==> src/rtl/fetch_unit.sv <==
// Instruction fetch stage: owns the PC, reads instruction memory over req/ack
// and hands the fetched word plus pc+inc to the IR/PC load stage.
module fetch_unit #(
  parameter int              PC_W     = 16,
  parameter int              INST_W   = 16,
  parameter logic [PC_W-1:0] RESET_PC = '0,
  parameter int              PC_INC   = 1
) (
  input  logic              clk,
  input  logic              rst,
  input  logic              fetch_en,
  input  logic              redirect_valid,
  input  logic [PC_W-1:0]   redirect_pc,
  output logic              imem_req,
  output logic [PC_W-1:0]   imem_addr,
  input  logic [INST_W-1:0] imem_rdata,
  input  logic              imem_ack,
  output logic [PC_W-1:0]   pc,
  output logic [PC_W-1:0]   pcplus,
  output logic [INST_W-1:0] inst,
  output logic              IRwrite,
  output logic              pcwrite,
  output logic              busy
);

  typedef enum logic [1:0] {
    S_IDLE = 2'd0,
    S_REQ  = 2'd1,
    S_LOAD = 2'd2
  } state_t;

  localparam logic [PC_W-1:0] LP_INC = PC_W'(PC_INC);

  state_t              r_state;
  state_t              w_state_next;
  logic [PC_W-1:0]     r_pc;
  logic [INST_W-1:0]   r_inst;
  logic                r_pend_valid;
  logic [PC_W-1:0]     r_pend_pc;
  logic [PC_W-1:0]     w_pcplus;
  logic                w_req;
  logic                w_load;

  assign w_pcplus = r_pc + LP_INC;

  always_ff @(posedge clk) begin
    if (rst) r_state <= S_IDLE;
    else     r_state <= w_state_next;
  end

  always_comb begin
    w_state_next = r_state;
    w_req        = 1'b0;
    w_load       = 1'b0;
    case (r_state)
      S_IDLE: if (fetch_en) w_state_next = S_REQ;
      S_REQ: begin
        w_req = 1'b1;
        if (imem_ack) w_state_next = S_LOAD;
      end
      S_LOAD: begin
        w_load       = 1'b1;
        w_state_next = S_IDLE;
      end
      default: w_state_next = S_IDLE;
    endcase
  end

  // A live redirect in IDLE beats a pending one; redirects seen while busy are
  // parked and applied on the first IDLE cycle after the in-flight fetch retires.
  always_ff @(posedge clk) begin
    if (rst) begin
      r_pc         <= RESET_PC;
      r_inst       <= '0;
      r_pend_valid <= 1'b0;
      r_pend_pc    <= '0;
    end else begin
      case (r_state)
        S_IDLE: begin
          if (redirect_valid)    r_pc <= redirect_pc;
          else if (r_pend_valid) r_pc <= r_pend_pc;
          r_pend_valid <= 1'b0;
        end
        S_REQ: begin
          if (imem_ack) r_inst <= imem_rdata;
          if (redirect_valid) begin
            r_pend_valid <= 1'b1;
            r_pend_pc    <= redirect_pc;
          end
        end
        S_LOAD: begin
          r_pc <= w_pcplus;
          if (redirect_valid) begin
            r_pend_valid <= 1'b1;
            r_pend_pc    <= redirect_pc;
          end
        end
        default: ;
      endcase
    end
  end

  // Strobes are masked while rst is high so a reset landing in LOAD never leaks a load.
  assign imem_req  = w_req;
  assign imem_addr = r_pc;
  assign pc        = r_pc;
  assign pcplus    = w_pcplus;
  assign inst      = r_inst;
  assign IRwrite   = w_load & ~rst;
  assign pcwrite   = w_load & ~rst;
  assign busy      = (r_state != S_IDLE);

endmodule

==> config.mk <==
export PLATFORM = sky130hd
export DESIGN_NAME = fetch_unit
export DESIGN_NICKNAME = d
export VERILOG_FILES = /design/src/rtl/fetch_unit.sv
export SDC_FILE = /design/constraint.sdc
export NUM_CORES = 1
export LEC_CHECK = 0
export ABC_CLOCK_PERIOD_IN_PS = 1650
export CAP_MARGIN = 20
export CORE_ASPECT_RATIO = 1.4
export CORE_MARGIN = 8
export CORE_UTILIZATION = 40
export CTS_BUF_LIST = sky130_fd_sc_hd__clkbuf_4 sky130_fd_sc_hd__clkbuf_8 sky130_fd_sc_hd__clkbuf_16
export DETAILED_ROUTE_END_ITERATION = 10
export PLACE_DENSITY = 0.81
export SYNTH_ARGS = -nofsm -noshare
export SYNTH_HDL_FRONTEND = slang
export SYNTH_SLANG_ARGS = --single-unit
==> constraint.sdc <==
create_clock -name clk -period 1.65 [get_ports clk]
set_input_delay 0.33 -clock clk [delete_from_list [all_inputs] [get_ports clk]]
set_output_delay 0.33 -clock clk [all_outputs]
set_load 0.03 [all_outputs]
==> results.ini <==
[status]
outcome=finished with violations
violations=negative setup slack

[cells_and_area]
fill_cells=503
syn_to_final_growth_pct=77.31
diodes=0
fin_area_um2=4918
drive_gt1_frac=0.3677
num-nets-final=555

[clock_tree]
cts.path.max_buffers=2
cts.sinks=51
clk_latency_ns=0.31
htreeDepth=2
cts_tree=yes
numCtsBuffers=5
cts_root_buffer=clkbuf_8
cts_hold_buf=0
path_clk_slew_ns=0.11

[power]
max-vdd-ir-drop_mv=0.6256
seq_power_share=0.368
total_leakage_power_nw=2.150
p_sw_frac=0.3808
power_density_nw_per_um2=779.5
p_int_mw=2.374
netSwitchingPower_mw=1.460
clockPowerShare=0.194
combPwrFrac=0.439

[routing]
wl_met2_um=5502
vias=3260
wl_um=10600
met3_length_um=956
drt_iter0_drc=213
postRouteAntennaNets=0
firstDrtPassIters=5
wl_met1_um=3779
drc_errors=0
routed.top_layer=met4
wire_per_inst_um=17.40
via_per_inst=5.353

[synthesis]
yosysUniqueCellTypes=50
synthTopCellsByArea=dfxtp_1 37%, nand2_1 12%, a21oi_1 8.3%
syn_area_per_cell_um2=7.663
synth_seq_area_share=0.3681
synthCells=362
ys_async_sr_fraction=0
synthesis.area_um2=2774
yosysMostFrequentCell=nand2_1
ys.flop_type=dfxtp_1
synthesis.nets=404
synth_top_area_share=0.3681
synth_top_area_cell=dfxtp_1
synth_warnings=0
synth_seq_cells=51
synth_edf_count=0
yosys-top-cells-count=89 x nand2_1, 51 x dfxtp_1, 46 x a21oi_1

[critical_path]
crit_path_start_kind=flip-flop
path_class=reg -> out
critPathMaxFanout=2
cp.arrival_ns=1.88
end_kind=primary output
required_ns=1.32

[floorplan]
die_y_um=114.5
dieArea_um2=9893
core_area_um2=6847
num_rows=36
io-pin-count=105
initial_utilization=0.4052
die_w_um=86.38

[timing]
fmax_mhz=452.4
worstMarginPinSlew_ns=0.5092
fin_tns_setup_ns=-6.207
slew_violations=0
layout_setup_ws_ns=-0.5603
finalHoldViolations=0
holdWs_ns=0.4232
setup_viol=23
timing.final.crit_period_ns=2.210
skew_ns=0.01650
fin_crit_sh=1.340
rsz0062_at_grt=yes
relSlewSlack=0.6597

[global_route]
grt_first_pass_wirelength_um=14820
antenna_found_initial=0
grt_pass1_vias=3137
overflow=0
track_usage=0.1811
grt_max_degree=23

[place]
place_area_um2=4285
io_buffers=104
dp_slack_ns=-0.3112
gp_congestion=0.9158
dp_hpwl_um=6691

[worst_hold_path]
hp-class=in -> reg

[run]
max-cap-violations=0

==> critical path, stage by stage, from the launching register on <==
cell and delay (ns):
dfxtp_4 0.38, ha_4 0.16, buf_6 0.10, and3_4 0.19
nand2_2 0.07, o31ai_1 0.29, buf_4 0.20, nand2_4 0.05
buf_6 0.13
==> cell families after synthesis <==
kind of cell	Yosys count	synth area share
compound gates	83	0.1804
xor+xnor	11	0.03473
fa+ha+maj	5	0.02255
simple gates	146	0.2449
mux	14	0.05322
flops	51	0.3681
buf+inv	52	0.09607
==> worst paths after layout <==
kind / startpoint / cells past startpoint / endpoint / slack [ns]
max reg2reg: imem_addr[1] / 11 / imem_addr[8] / -0.46
max: imem_addr[1] / 8 / pcplus[10] / -0.56
min reg2reg: inst[14] / 2 / inst[14] / 0.45
min: rst / 2 / r_pend_pc[8] / 0.42
==> stage by stage <==
step | power [mW] | std cells | utilization
finish | 3.834 | 609 | 0.7184
floorplan | 2.324 | 362 | -
detailed placement | 2.904 | 573 | 0.6259
global route | 4.001 | 609 | 0.7184
CTS | 3.638 | 587 | 0.6678
global placement | 2.877 | 573 | 0.6259
==> state kept, by name, indices dropped and copies added (netlist names) <==
name,cells
imem_addr,16
r_pend_pc,16
r_pend_valid,1
r_state,2
inst,16
==> timing repair <==
action	4_1_cts	5_1_grt
gates resized for setup	98	54
buffers inserted	7	21
pin swaps	10	17
endpoints found under the hold margin	0	0
setup endpoints to repair	67	41
cloned	0	1
==> cell type report <==
class                      count  area (um^2)  area share
multi-input combinational    259         1883      0.3829
timing repair buffer         185         1713      0.3483
sequential                    51         1061      0.2157
tap                           95        118.9     0.02417
clock buffer                   5        68.82     0.01399
inverter                      11        55.05     0.01119
clock inverter                 3        18.77    0.003816
==> placed cells by master, fill, tap and decap left out, drive strengths merged, types with 9 or more instances in the layout <==
cell type,n
nand2,89
nor2,13
inv,11
xnor2,9
dfxtp,51
a21oi,46
buf,102
o21ai,9
dlygate4sd2,40
nand3,11
clkdlybuf4s50,35
==> power by group through the flow <==
stage | sequential (mW) | clock, mW | combinational [mW]
after floorplan | 1.58 | 0 | 0.748
after global placement | 1.42 | 0 | 1.46
after detailed placement | 1.42 | 0 | 1.48
after CTS | 1.40 | 0.755 | 1.48
after global routing | 1.42 | 0.805 | 1.78
final | 1.41 | 0.742 | 1.68
==> routing by layer <==
layer,vias up,GRT usage
met1,1514,0.1898
li1,1525,-
met5,-,0
met3,33,0.06034
met2,188,0.3190
met4,0,0.07728
Note: power is estimated with default switching activity, not from simulation.
